## src/rtl/ps2_pkg.sv

```systemverilog
// Shared types and byte constants for the PS/2 Set-2 scan-code decoder.
// The decoder's optional ASCII feature is selected by the PS2_ASCII_EN macro.
package ps2_pkg;

   typedef enum logic [2:0] {
      ST_IDLE    = 3'd0,
      ST_EXT     = 3'd1,
      ST_BRK     = 3'd2,
      ST_EXT_BRK = 3'd3,
      ST_PAUSE   = 3'd4
   } state_t;

   typedef struct packed {
      logic [7:0] code;
      logic       ext;
      logic       brk;
      logic [7:0] ascii;
   } key_event_t;

   localparam logic [7:0] PS2_EXT    = 8'hE0;
   localparam logic [7:0] PS2_BRK    = 8'hF0;
   localparam logic [7:0] PS2_PAUSE  = 8'hE1;
   localparam logic [7:0] PS2_BAT    = 8'hAA;
   localparam logic [7:0] PS2_ACK    = 8'hFA;
   localparam logic [7:0] PS2_ECHO   = 8'hEE;
   localparam logic [7:0] PS2_RESEND = 8'hFE;
   localparam logic [7:0] PS2_ERR0   = 8'h00;
   localparam logic [7:0] PS2_ERR1   = 8'hFF;
   localparam logic [7:0] LSHIFT     = 8'h12;
   localparam logic [7:0] RSHIFT     = 8'h59;

endpackage

```

## src/rtl/ps2_scancode_decoder_if.sv

```systemverilog
// Byte input and key-event output bundle of the PS/2 scan-code decoder.
// master = receiver/consumer side, slave = decoder side.
interface ps2_scancode_decoder_if;
   logic [7:0] scan_code;
   logic       scan_ready;
   logic       ev_ready;
   logic       clr_flags;
   logic       ev_valid;
   logic [7:0] ev_code;
   logic       ev_ext;
   logic       ev_break;
   logic [7:0] ev_ascii;
   logic       overflow;
   logic       err;

   modport master (
      output scan_code, scan_ready, ev_ready, clr_flags,
      input  ev_valid, ev_code, ev_ext, ev_break, ev_ascii, overflow, err
   );

   modport slave (
      input  scan_code, scan_ready, ev_ready, clr_flags,
      output ev_valid, ev_code, ev_ext, ev_break, ev_ascii, overflow, err
   );
endinterface

```

## src/rtl/ps2_event_fifo.sv

```systemverilog
// Key-event FIFO; pointers carry one extra wrap bit so full and empty are distinct.
// A push into a full FIFO is accepted when a pop happens in the same cycle.
module ps2_event_fifo
   import ps2_pkg::*;
#(
   parameter int DEPTH = 4
) (
   input  logic       clk,
   input  logic       rst_n,
   input  logic       i_push,
   input  key_event_t i_wdata,
   input  logic       i_pop,
   output key_event_t o_rdata,
   output logic       o_full,
   output logic       o_empty
);
   localparam int AW = $clog2(DEPTH);

   logic [AW:0] r_wr_ptr;
   logic [AW:0] r_rd_ptr;
   key_event_t  r_mem [DEPTH];
   logic        w_wr_en;
   logic        w_rd_en;

   assign o_full  = (r_wr_ptr[AW] != r_rd_ptr[AW]) && (r_wr_ptr[AW-1:0] == r_rd_ptr[AW-1:0]);
   assign o_empty = (r_wr_ptr == r_rd_ptr);
   assign w_rd_en = i_pop & ~o_empty;
   assign w_wr_en = i_push & (~o_full | w_rd_en);

   // storage array
   always_ff @(posedge clk or negedge rst_n) begin
      if (!rst_n) begin
         for (int i = 0; i < DEPTH; i++) begin
            r_mem[i] <= '0;
         end
      end else if (w_wr_en) begin
         r_mem[r_wr_ptr[AW-1:0]] <= i_wdata;
      end
   end

   // read/write pointers
   always_ff @(posedge clk or negedge rst_n) begin
      if (!rst_n) begin
         r_wr_ptr <= '0;
         r_rd_ptr <= '0;
      end else begin
         if (w_wr_en) r_wr_ptr <= r_wr_ptr + (AW+1)'(1);
         if (w_rd_en) r_rd_ptr <= r_rd_ptr + (AW+1)'(1);
      end
   end

   // head entry, zero while empty
   always_comb begin
      if (o_empty) begin
         o_rdata = '0;
      end else begin
         o_rdata = r_mem[r_rd_ptr[AW-1:0]];
      end
   end
endmodule

```

## src/rtl/ps2_scancode_decoder.sv

```systemverilog
// PS/2 Set-2 decoder: strips E0/F0/E1 prefixes into one key event per keystroke.
// Define PS2_ASCII_EN to add shift tracking and ASCII lookup; otherwise ev_ascii is 0.
module ps2_scancode_decoder
   import ps2_pkg::*;
#(
   parameter int DEPTH      = 4,
   parameter int PAUSE_SKIP = 7
) (
   input  logic                   clk,
   input  logic                   reset,
   ps2_scancode_decoder_if.slave  bus
);
   localparam int CW = $clog2(PAUSE_SKIP + 1);

   logic          r_scan_q;
   logic          r_armed;
   state_t        r_state;
   state_t        w_state_nxt;
   logic [CW-1:0] r_cnt;
   logic [CW-1:0] w_cnt_nxt;
   logic          r_overflow;
   logic          r_err;
   logic          w_stb;
   logic          w_push;
   logic          w_pop;
   logic          w_err_set;
   logic          w_full;
   logic          w_empty;
   key_event_t    w_ev;
   key_event_t    w_head;

`ifdef PS2_ASCII_EN
   logic r_shift_l;
   logic r_shift_r;

   function automatic logic [7:0] ascii_of(input logic [7:0] code, input logic shift);
      logic [7:0] a;
      case (code)
         8'h1C: a = 8'h61;  8'h32: a = 8'h62;  8'h21: a = 8'h63;  8'h23: a = 8'h64;
         8'h24: a = 8'h65;  8'h2B: a = 8'h66;  8'h34: a = 8'h67;  8'h33: a = 8'h68;
         8'h43: a = 8'h69;  8'h3B: a = 8'h6A;  8'h42: a = 8'h6B;  8'h4B: a = 8'h6C;
         8'h3A: a = 8'h6D;  8'h31: a = 8'h6E;  8'h44: a = 8'h6F;  8'h4D: a = 8'h70;
         8'h15: a = 8'h71;  8'h2D: a = 8'h72;  8'h1B: a = 8'h73;  8'h2C: a = 8'h74;
         8'h3C: a = 8'h75;  8'h2A: a = 8'h76;  8'h1D: a = 8'h77;  8'h22: a = 8'h78;
         8'h35: a = 8'h79;  8'h1A: a = 8'h7A;
         8'h45: a = 8'h30;  8'h16: a = 8'h31;  8'h1E: a = 8'h32;  8'h26: a = 8'h33;
         8'h25: a = 8'h34;  8'h2E: a = 8'h35;  8'h36: a = 8'h36;  8'h3D: a = 8'h37;
         8'h3E: a = 8'h38;  8'h46: a = 8'h39;
         8'h29: a = 8'h20;  8'h5A: a = 8'h0D;  8'h66: a = 8'h08;
         default: a = 8'h00;
      endcase
      if (shift && (a >= 8'h61) && (a <= 8'h7A)) begin
         return a - 8'h20;
      end else begin
         return a;
      end
   endfunction
`endif

   // armed stays low for the first clock so a level already high at reset release is not a byte
   assign w_stb = r_armed & bus.scan_ready & ~r_scan_q;
   assign w_pop = bus.ev_ready & ~w_empty;

   // byte edge detector
   always_ff @(posedge clk or negedge reset) begin
      if (!reset) begin
         r_scan_q <= 1'b0;
         r_armed  <= 1'b0;
      end else begin
         r_scan_q <= bus.scan_ready;
         r_armed  <= 1'b1;
      end
   end

   // decoder state register
   always_ff @(posedge clk or negedge reset) begin
      if (!reset) begin
         r_state <= ST_IDLE;
         r_cnt   <= '0;
      end else begin
         r_state <= w_state_nxt;
         r_cnt   <= w_cnt_nxt;
      end
   end

   // prefix decoding and event generation
   always_comb begin
      w_state_nxt = r_state;
      w_cnt_nxt   = r_cnt;
      w_push      = 1'b0;
      w_err_set   = 1'b0;
      w_ev.code   = bus.scan_code;
      w_ev.ext    = 1'b0;
      w_ev.brk    = 1'b0;
      w_ev.ascii  = 8'h00;
      if (w_stb) begin
         if ((bus.scan_code == PS2_ERR0) || (bus.scan_code == PS2_ERR1)) begin
            w_err_set   = 1'b1;
            w_state_nxt = ST_IDLE;
            w_cnt_nxt   = '0;
         end else begin
            case (r_state)
               ST_IDLE: begin
                  if (bus.scan_code == PS2_EXT) begin
                     w_state_nxt = ST_EXT;
                  end else if (bus.scan_code == PS2_BRK) begin
                     w_state_nxt = ST_BRK;
                  end else if (bus.scan_code == PS2_PAUSE) begin
                     w_state_nxt = ST_PAUSE;
                     w_cnt_nxt   = '0;
                  end else if ((bus.scan_code == PS2_BAT) || (bus.scan_code == PS2_ACK) ||
                               (bus.scan_code == PS2_ECHO) || (bus.scan_code == PS2_RESEND)) begin
                     w_state_nxt = ST_IDLE;
                  end else begin
                     w_push = 1'b1;
                  end
               end
               ST_EXT: begin
                  if (bus.scan_code == PS2_BRK) begin
                     w_state_nxt = ST_EXT_BRK;
                  end else if (bus.scan_code == PS2_EXT) begin
                     w_state_nxt = ST_EXT;
                  end else if (bus.scan_code == LSHIFT) begin
                     w_state_nxt = ST_IDLE;
                  end else begin
                     w_push      = 1'b1;
                     w_ev.ext    = 1'b1;
                     w_state_nxt = ST_IDLE;
                  end
               end
               ST_BRK: begin
                  w_push      = 1'b1;
                  w_ev.brk    = 1'b1;
                  w_state_nxt = ST_IDLE;
               end
               ST_EXT_BRK: begin
                  if (bus.scan_code == LSHIFT) begin
                     w_state_nxt = ST_IDLE;
                  end else begin
                     w_push      = 1'b1;
                     w_ev.ext    = 1'b1;
                     w_ev.brk    = 1'b1;
                     w_state_nxt = ST_IDLE;
                  end
               end
               ST_PAUSE: begin
                  // the last skipped byte completes the Pause sequence
                  if (r_cnt == CW'(PAUSE_SKIP - 1)) begin
                     w_push      = 1'b1;
                     w_ev.code   = PS2_PAUSE;
                     w_state_nxt = ST_IDLE;
                     w_cnt_nxt   = '0;
                  end else begin
                     w_cnt_nxt = r_cnt + CW'(1);
                  end
               end
               default: begin
                  w_state_nxt = ST_IDLE;
                  w_cnt_nxt   = '0;
               end
            endcase
         end
      end else begin
         w_state_nxt = r_state;
      end
`ifdef PS2_ASCII_EN
      w_ev.ascii = ascii_of(w_ev.code, r_shift_l | r_shift_r);
`endif
   end

`ifdef PS2_ASCII_EN
   // shift state follows non-extended shift make/break events
   always_ff @(posedge clk or negedge reset) begin
      if (!reset) begin
         r_shift_l <= 1'b0;
         r_shift_r <= 1'b0;
      end else if (w_push && !w_ev.ext) begin
         if (w_ev.code == LSHIFT) r_shift_l <= ~w_ev.brk;
         if (w_ev.code == RSHIFT) r_shift_r <= ~w_ev.brk;
      end
   end
`endif

   // sticky flags; a set in the same cycle as clr_flags wins
   always_ff @(posedge clk or negedge reset) begin
      if (!reset) begin
         r_overflow <= 1'b0;
         r_err      <= 1'b0;
      end else begin
         r_overflow <= (w_push & w_full & ~w_pop) | (r_overflow & ~bus.clr_flags);
         r_err      <= w_err_set | (r_err & ~bus.clr_flags);
      end
   end

   ps2_event_fifo #(.DEPTH(DEPTH)) u_fifo (
      .clk     (clk),
      .rst_n   (reset),
      .i_push  (w_push),
      .i_wdata (w_ev),
      .i_pop   (w_pop),
      .o_rdata (w_head),
      .o_full  (w_full),
      .o_empty (w_empty)
   );

   assign bus.ev_valid = ~w_empty;
   assign bus.ev_code  = w_head.code;
   assign bus.ev_ext   = w_head.ext;
   assign bus.ev_break = w_head.brk;
   assign bus.ev_ascii = w_head.ascii;
   assign bus.overflow = r_overflow;
   assign bus.err      = r_err;
endmodule

```

## src/flat_wrapper.sv

```systemverilog
// flat-port wrapper written by rule: the top's interface ports become plain ports
module ps2_scancode_decoder_flat import ps2_pkg::*;
#(
   parameter int DEPTH      = 4,
   parameter int PAUSE_SKIP = 7
)
  (clk, reset, bus_scan_code, bus_scan_ready, bus_ev_ready, bus_clr_flags, bus_ev_valid, bus_ev_code, bus_ev_ext, bus_ev_break, bus_ev_ascii, bus_overflow, bus_err);
  ps2_scancode_decoder_if bus_i ();
  input  logic clk;
  input  logic reset;
  input wire logic [$bits(bus_i.scan_code)-1:0] bus_scan_code;
  input wire logic [$bits(bus_i.scan_ready)-1:0] bus_scan_ready;
  input wire logic [$bits(bus_i.ev_ready)-1:0] bus_ev_ready;
  input wire logic [$bits(bus_i.clr_flags)-1:0] bus_clr_flags;
  output wire logic [$bits(bus_i.ev_valid)-1:0] bus_ev_valid;
  output wire logic [$bits(bus_i.ev_code)-1:0] bus_ev_code;
  output wire logic [$bits(bus_i.ev_ext)-1:0] bus_ev_ext;
  output wire logic [$bits(bus_i.ev_break)-1:0] bus_ev_break;
  output wire logic [$bits(bus_i.ev_ascii)-1:0] bus_ev_ascii;
  output wire logic [$bits(bus_i.overflow)-1:0] bus_overflow;
  output wire logic [$bits(bus_i.err)-1:0] bus_err;
  assign bus_i.scan_code = bus_scan_code;
  assign bus_i.scan_ready = bus_scan_ready;
  assign bus_i.ev_ready = bus_ev_ready;
  assign bus_i.clr_flags = bus_clr_flags;
  assign bus_ev_valid = bus_i.ev_valid;
  assign bus_ev_code = bus_i.ev_code;
  assign bus_ev_ext = bus_i.ev_ext;
  assign bus_ev_break = bus_i.ev_break;
  assign bus_ev_ascii = bus_i.ev_ascii;
  assign bus_overflow = bus_i.overflow;
  assign bus_err = bus_i.err;
  ps2_scancode_decoder #(.DEPTH(DEPTH), .PAUSE_SKIP(PAUSE_SKIP)) u_core (.clk(clk), .reset(reset), .bus(bus_i));
endmodule
```

## config.mk

```make
export PLATFORM = sky130hd
export DESIGN_NAME = ps2_scancode_decoder_flat
export DESIGN_NICKNAME = d
export VERILOG_FILES = /design/src/rtl/ps2_pkg.sv /design/src/rtl/ps2_scancode_decoder_if.sv /design/src/rtl/ps2_event_fifo.sv /design/src/rtl/ps2_scancode_decoder.sv /design/src/flat_wrapper.sv
export SDC_FILE = /design/constraint.sdc
export NUM_CORES = 1
export LEC_CHECK = 0
export BUFFER_PORTS_ARGS = -buffer_cell sky130_fd_sc_hd__buf_2
export CAP_MARGIN = 25
export CORE_MARGIN = 1.5
export CORE_UTILIZATION = 51
export DETAILED_ROUTE_END_ITERATION = 6
export GPL_TIMING_DRIVEN = 0
export PLACE_DENSITY = 0.69
export SETUP_SLACK_MARGIN = 0.3
export SYNTH_ARGS = -nofsm -noshare
export SYNTH_HDL_FRONTEND = slang
export SYNTH_HIERARCHICAL = 1
export SYNTH_SLANG_ARGS = --single-unit
```

## constraint.sdc

```tcl
create_clock -name clk -period 3.6 [get_ports clk]
set_clock_uncertainty 0.05 [all_clocks]
set_input_delay 0.72 -clock clk [delete_from_list [all_inputs] [get_ports clk]]
set_output_delay 0.72 -clock clk [all_outputs]
set_load 0.02 [all_outputs]
```

### Yosys cells after proc, flatten, opt, wreduce, memory -nomap -nowiden

Cells that the tools add are included.

| storage, ports and cells | value |
|---|---|
| register bits after elaboration | 88 |
| input port bits | 13 |
| output and inout port bits | 21 |
| word-level logic and storage cells | 125 |

| operators by class | value |
|---|---|
| add/subtract/negate cells | 3 |
| order comparisons | 3 |
| eq/ne operators | 23 |
| multiplexer cells | 42 |
| bitwise logic cells | 19 |
| reduce and logical (&&, ||, !) cells | 11 |

Operator list:

| cell | count |
|---|---|
| 72-bit bitwise mux | 1 |
| 18-bit 2-to-1 mux | 4 |
| 8-bit equality test (second input constant) | 8 |
| 18-bit binary-select mux with 2-bit select | 1 |
| 18-bit demux with 2-bit select | 1 |
| 3-bit 2-to-1 mux | 12 |
| 10-bit 2-to-1 mux | 2 |
| 3-bit case mux with 3 select lines | 2 |
| 8-bit 2-to-1 mux | 2 |
| 1-bit 2-to-1 mux | 13 |
| 3-bit by 1-bit adder with 3-bit output (second input constant) | 3 |
| 1-bit AND | 9 |
| 8-bit by 5-bit equality test with 1-bit output (second input constant) | 1 |
| 8-bit zero test | 1 |
| 3-bit by 2-bit equality test with 1-bit output (second input constant) | 2 |
| 3-bit equality test (second input constant) | 2 |
| 3-bit >= comparator (second input constant) | 2 |
| 3-bit by 1-bit != test with 1-bit output (second input constant) | 2 |
| 3-bit by 2-bit != test with 1-bit output (second input constant) | 2 |
| 6-bit by 1-bit != test with 1-bit output (second input constant) | 1 |
| 2-bit inverter with 3-bit output | 2 |
| 1-bit inverter | 5 |
| 1-bit case mux with 5 select lines | 1 |
| 5-bit AND reduction | 1 |
| other kinds (14) | 21 |

### Depth between registers and ports, before layout

| logic depth | value |
|---|---|
| word-level depth | 14 |
| gate-level depth with buffers | 9 |
| mapped depth without buffers | 8 |

### Modules after synthesis

Netlist, hierarchy kept.

By module, submodules not included:

| module | instances | cells an instance | area an instance (um2) | sequential area each (um2) |
|---|---|---|---|---|
| ps2_event_fifo | 1 | 226 | 3771.1 | 1951.9 |
| ps2_scancode_decoder | 1 | 95 | 770.7 | 250.2 |

### Least setup slack after synthesis

Ideal clock, no wire load.

| timing path | value |
|---|---|
| path kind | register to register |
| start point | register u_core.u_fifo.r_rd_ptr[1] |
| end point | register u_core/u_fifo/r_mem[10] (netlist bit) |
| setup time | 0.125 ns |
| data arrival time | 3.010 ns |
| required time | 3.425 ns |
| setup slack | 0.415 ns |
| stages on the path, launching flop included | 9 |
| path buffers | 3 |
| period minus slack after synthesis | 3.185 ns |
| cells stage by stage | dfrtp_1 > xor2_4 > nor3_2 > clkbuf_1 > nor2b_1 > buf_1 > o41ai_4 > buf_8 > mux2_4 |

| on the way | value |
|---|---|
| word-level cells in the longest chain between the ends | 6 |
| elaborated cells between the ends (all ways) | 9 |
| those cells by class | 2 x eq/ne; 6 x bitwise; 1 x reduce/logical |

RTL lines:

| item | RTL line | text |
|---|---|---|
| from (decl) | ps2_event_fifo.sv:20 | `logic [AW:0] r_rd_ptr;` |
| from (signal assigned) | ps2_event_fifo.sv:48 | `if (w_rd_en) r_rd_ptr <= r_rd_ptr + (AW+1)'(1);` |
| 3-bit equality test | ps2_event_fifo.sv:26 | `assign o_empty = (r_wr_ptr == r_rd_ptr);` |
| net u_core.w_empty | ps2_scancode_decoder.sv:28 | `logic w_empty;` |
| 1-bit inverter | ps2_scancode_decoder.sv:62 | `assign w_pop = bus.ev_ready & ~w_empty;` |
| 1-bit AND | ps2_scancode_decoder.sv:62 |  |
| net u_core.w_pop | ps2_scancode_decoder.sv:25 | `logic w_pop;` |
| 1-bit AND | ps2_event_fifo.sv:27 | `assign w_rd_en = i_pop & ~o_empty;` |
| 1-bit bitwise OR | ps2_event_fifo.sv:28 | `assign w_wr_en = i_push & (~o_full \| w_rd_en);` |
| 1-bit AND | ps2_event_fifo.sv:28 |  |
| to (signal, indexed assignment) | ps2_event_fifo.sv:37 | `r_mem[r_wr_ptr[AW-1:0]] <= i_wdata;` |
| to (decl) | ps2_event_fifo.sv:21 | `key_event_t r_mem [DEPTH];` |

The timed path passes the listed nets, and every way through them passes these cells.
A chain may end at the register's enable or synchronous reset.

### Final worst setup path

| timing path | value |
|---|---|
| start point | input bus_scan_code[0] |
| end point | register u_core/u_fifo/r_mem[15] (netlist bit) |

| on the way | value |
|---|---|
| word-level cells in the longest chain between the ends | 12 |
| elaborated cells between the ends (all ways) | 28 |
| those cells by class | 9 x eq/ne; 13 x mux; 1 x bitwise; 5 x reduce/logical |

RTL lines:

| item | RTL line | text |
|---|---|---|
| from (decl) | flat_wrapper.sv:11 | `input wire logic [$bits(bus_i.scan_code)-1:0] bus_scan_code;` |
| 8-bit equality test | ps2_scancode_decoder.sv:111 | `end else if ((bus.scan_code == PS2_BAT) \|\| (bus.scan_code == PS2_ACK) \|\|` |
| 1-bit logical OR (2 in series) | ps2_scancode_decoder.sv:111 |  |
| 1-bit logical OR | ps2_scancode_decoder.sv:112 | `(bus.scan_code == PS2_ECHO) \|\| (bus.scan_code == PS2_RESEND)) begin` |
| 1-bit 2-to-1 mux | ps2_scancode_decoder.sv:111 |  |
| 1-bit 2-to-1 mux | ps2_scancode_decoder.sv:108 | `end else if (bus.scan_code == PS2_PAUSE) begin` |
| 1-bit 2-to-1 mux | ps2_scancode_decoder.sv:106 | `end else if (bus.scan_code == PS2_BRK) begin` |
| 1-bit 2-to-1 mux | ps2_scancode_decoder.sv:104 | `if (bus.scan_code == PS2_EXT) begin` |
| 1-bit case mux with 5 select lines | ps2_scancode_decoder.sv:102 | `case (r_state)` |
| 1-bit 2-to-1 mux * | ps2_scancode_decoder.sv:97 | `if ((bus.scan_code == PS2_ERR0) \|\| (bus.scan_code == PS2_ERR1)) begin` |
| 1-bit 2-to-1 mux * | ps2_scancode_decoder.sv:96 | `if (w_stb) begin` |
| net u_core.w_push | ps2_scancode_decoder.sv:24 | `logic w_push;` |
| 1-bit AND * | ps2_event_fifo.sv:28 |  |

The timed path passes the listed nets; every way through them passes the cells marked *.

==> results.cfg <==
[status]
outcome = finished, final reports clean

[detailed_routing]
wl_per_cell_um = 17.5
drtPass1Iterations = 4
ant_nets = 0
totalWireLength_um = 9130
viasPerCell = 5.61
drc = 0
drt_iter0_markers = 148
vias = 2935

[synthesis]
synthFlopType = dfrtp_1
synth_edf_count = 0
synth_top_area_share_pct = 48.5
yosys_warnings = 6
netlist_area_um2 = 4540
synth_top_cells_by_area = dfrtp_1 48%, mux2_2 13%, mux4_2 8.9%, nor2b_1 3.0%, mux2_4 3.0%
synth_cell_types = 54
synth_seq_area_share_pct = 48.5
yosys.area.top_type = dfrtp_1
syn_area_per_cell_um2 = 14.1
async_flop_share_pct = 100
synth-seq-cells = 88
syn-instance-count = 321

[floorplanning]
num_rows = 34
die_y_um = 97.4
pin_count = 34
initial_core_util_pct = 52.3
die_w_um = 97.4
die-area_um2 = 9480
core_um2 = 8680

[worst_setup_path]
worstPathCellList = buf_2, or4_4, o311ai_2, o32ai_1, nor3_1, nor3_1, and2_1, o41ai_4, buf_4, buf_8, mux2_4
r2r_cells = 10
crit_fanout = 10
worstSetupEndpointType = flop
ff2ff_setup_slack_ns = 0.56
cp.required_ns = 3.79
regToRegEndpoint = u_core/u_fifo/r_mem[7]$_DFFE_PN0P_
crit_type = in2reg
slowest_stage = or4_4
r2r_start = u_core/r_state[1]$_DFFE_PN0P_
slowest_delay_ns = 0.58
cp-start-kind = input port
cp.arrival_ns = 3.36
cpMostUsedCell = nor3_1

[final_layout]
final_cell_mix = 88 x dfrtp_1, 53 x mux2_2, 33 x conb_1, 32 x buf_2, 22 x nor2b_1
final_nets = 428
nFillCells = 740
syn2layout_area_growth_pct = 17.0
seqCellArea_um2 = 2200
final_util_pct = 61.2
antenna_cells = 0
layout_commonest_cell = dfrtp_1
stdcell_count = 523
drive_gt1_share_pct = 41.4
multi_input_area_um2 = 2380

[flow_run]
cap_viol_max_count = 0

[cts]
cts_buffer_depth = 2
cts.sinks = 88
numCtsBuffers = 9
clk_transition_reported_paths_ns = 0.09
ctsRootBufferMaster = clkbuf_8
h-tree-depth = 3
cts_tree = done
clock_latency_ns = 0.34

[timing]
layout_setup_ws_ns = 0.431
rsz0062_at_grt = no
fin_crit_ns = 3.17
relSlewSlack_pct = 39.1
worstMarginPinSlew_ns = 0.905
setup_viol = 0
slew_violations = 0
period_share_pct = 88.0
finalHoldViolCount = 0
clock.fmax_mhz = 316
hold_ws_ns = 0.215

[pwr]
p_total_uw = 4360
seqPwrFrac_pct = 37.3
p_sw_uw = 1650
cellLeakagePower_uw = 0.00242
vdd_ir_drop_max_uv = 607
power.density_nw_per_um2 = 821
p_int_uw = 2710
netSwitchingFraction_pct = 37.9
p_clk_share_pct = 15.6
combPwrFrac_pct = 47.1

[global_route]
grt_pass1_wl_um = 15500
gr-total-overflow = 0
grt_pass1_vias = 3050
grt_max_degree = 66
grtUsageTotal_pct = 20.7
antenna_found_initial = 0

[place]
dp_slack_ns = -0.589
dp_cells = 494
dp_hpwl_um = 6100
io_buffer_count = 33
routabilityCongestion = 0.926

[hold_path]
hp-class = in2async
## metal layers
metal  global-route usage, %  share of wire, %
met1                    28.5                45
met2                    33.5                49
met3                    3.31               4.3
met4                    7.14               1.5
met5                       0                 0
## cell families after synthesis
group | after synthesis | share of synthesized area (%)
AND/OR/NAND/NOR | 79 | 10.4
multiplexers | 93 | 28.2
flip-flops | 88 | 48.5
XOR/XNOR | 9 | 2.73
buffers and inverters | 16 | 2.12
adder cells (fa/ha/maj) | 5 | 1.38
other | 2 | 0.165
AO/OA/AOI/OAI | 29 | 6.53
## worst max-delay path: cells and delay by family
| family | cells | cell delay (ns) |
|---|---|---|
| AO/OA/AOI/OAI | 3 | 0.56 |
| buffers and inverters | 3 | 0.52 |
| AND/OR/NAND/NOR | 4 | 1.23 |
| multiplexers | 1 | 0.31 |
## state kept, by name, summed over array words and instances, names as in the netlist
signal                  cells
u_core/bus.err              1
u_core/bus.overflow         1
u_core/r_armed              1
u_core/r_cnt                3
u_core/r_scan_q             1
u_core/r_state              3
u_core/u_fifo/r_mem        72
u_core/u_fifo/r_rd_ptr      3
u_core/u_fifo/r_wr_ptr      3
## cells in the mapped netlist, types with 2 or more instances
cell,n
a21oi_1,3
a31oi_1,2
and2_1,6
and3_1,2
buf_2,2
buf_6,3
clkbuf_1,4
conb_1,2
dfrtp_1,88
ha_1,5
inv_1,5
mux2_1,12
mux2_2,53
mux2_4,9
mux4_2,18
nand2_1,11
nand2b_1,2
nand3_1,2
nand4_1,2
nor2_1,4
nor2b_1,22
nor3_1,8
nor4_1,3
o21ai_0,4
o21ai_1,4
o41ai_1,2
o41ai_4,4
or2_1,4
or2_2,2
or3_2,2
or4_1,2
or4_4,2
xnor2_1,4
xor2_1,2
xor2_4,2
## how the worst max path moves through the flow
stage	start	to	slack [ns]	cells after the start
global placement	u_core/u_fifo/r_rd_ptr[1]$_DFFE_PN0P_	u_core/u_fifo/r_mem[31]$_DFFE_PN0P_	-0.54	8
CTS	u_core/u_fifo/r_wr_ptr[0]$_DFFE_PN0P_	u_core/u_fifo/r_mem[34]$_DFFE_PN0P_	0.31	8
finish	bus_scan_code[0]	u_core/u_fifo/r_mem[15]$_DFFE_PN0P_	0.43	11
detailed placement	u_core/u_fifo/r_rd_ptr[1]$_DFFE_PN0P_	u_core/u_fifo/r_mem[31]$_DFFE_PN0P_	-0.59	8
global route	u_core/r_state[1]$_DFFE_PN0P_	u_core/u_fifo/r_mem[7]$_DFFE_PN0P_	0.32	10
floorplan	u_core/u_fifo/r_rd_ptr[1]$_DFFE_PN0P_	u_core/u_fifo/r_mem[10]$_DFFE_PN0P_	0.41	8
## area by class of cell
cell class / instances / area share [%]
Buffer: 11 / 1.63
Clock buffer: 10 / 2.40
Clock inverter: 6 / 1.30
Inverter: 5 / 0.353
Multi-Input combinational cell: 248 / 44.8
Sequential cell: 88 / 41.5
Tap cell: 108 / 2.54
Timing Repair Buffer: 47 / 5.51
## stage by stage
| stage | cell area [µm²] | TNS, ns |
|---|---|---|
| 3_3_place_gp | 4960 | -25.04 |
| 2_1_floorplan | 4660 | 0 |
| 6_report | 5310 | 0 |
| 5_1_grt | 5310 | 0 |
| 3_5_place_dp | 4990 | -27.38 |
| 4_1_cts | 5290 | 0 |
## power groups by stage
stage	clock (µW)	sequential (µW)	combinational (µW)
6_report	682	1630	2060
3_5_place_dp	0	1650	2010
5_1_grt	736	1680	2230
2_1_floorplan	0	1570	1550
3_3_place_gp	0	1620	1960
4_1_cts	702	1630	2060
## timing repair
action / in CTS / in global routing
buffers inserted: 12 / 1
pin swaps: 4 / 1
cloned: 0 / 0
resized for setup: 4 / 5
setup endpoints to repair: 85 / 62
hold buffers: 0 / 0
Power figures use the tool's default switching activity.
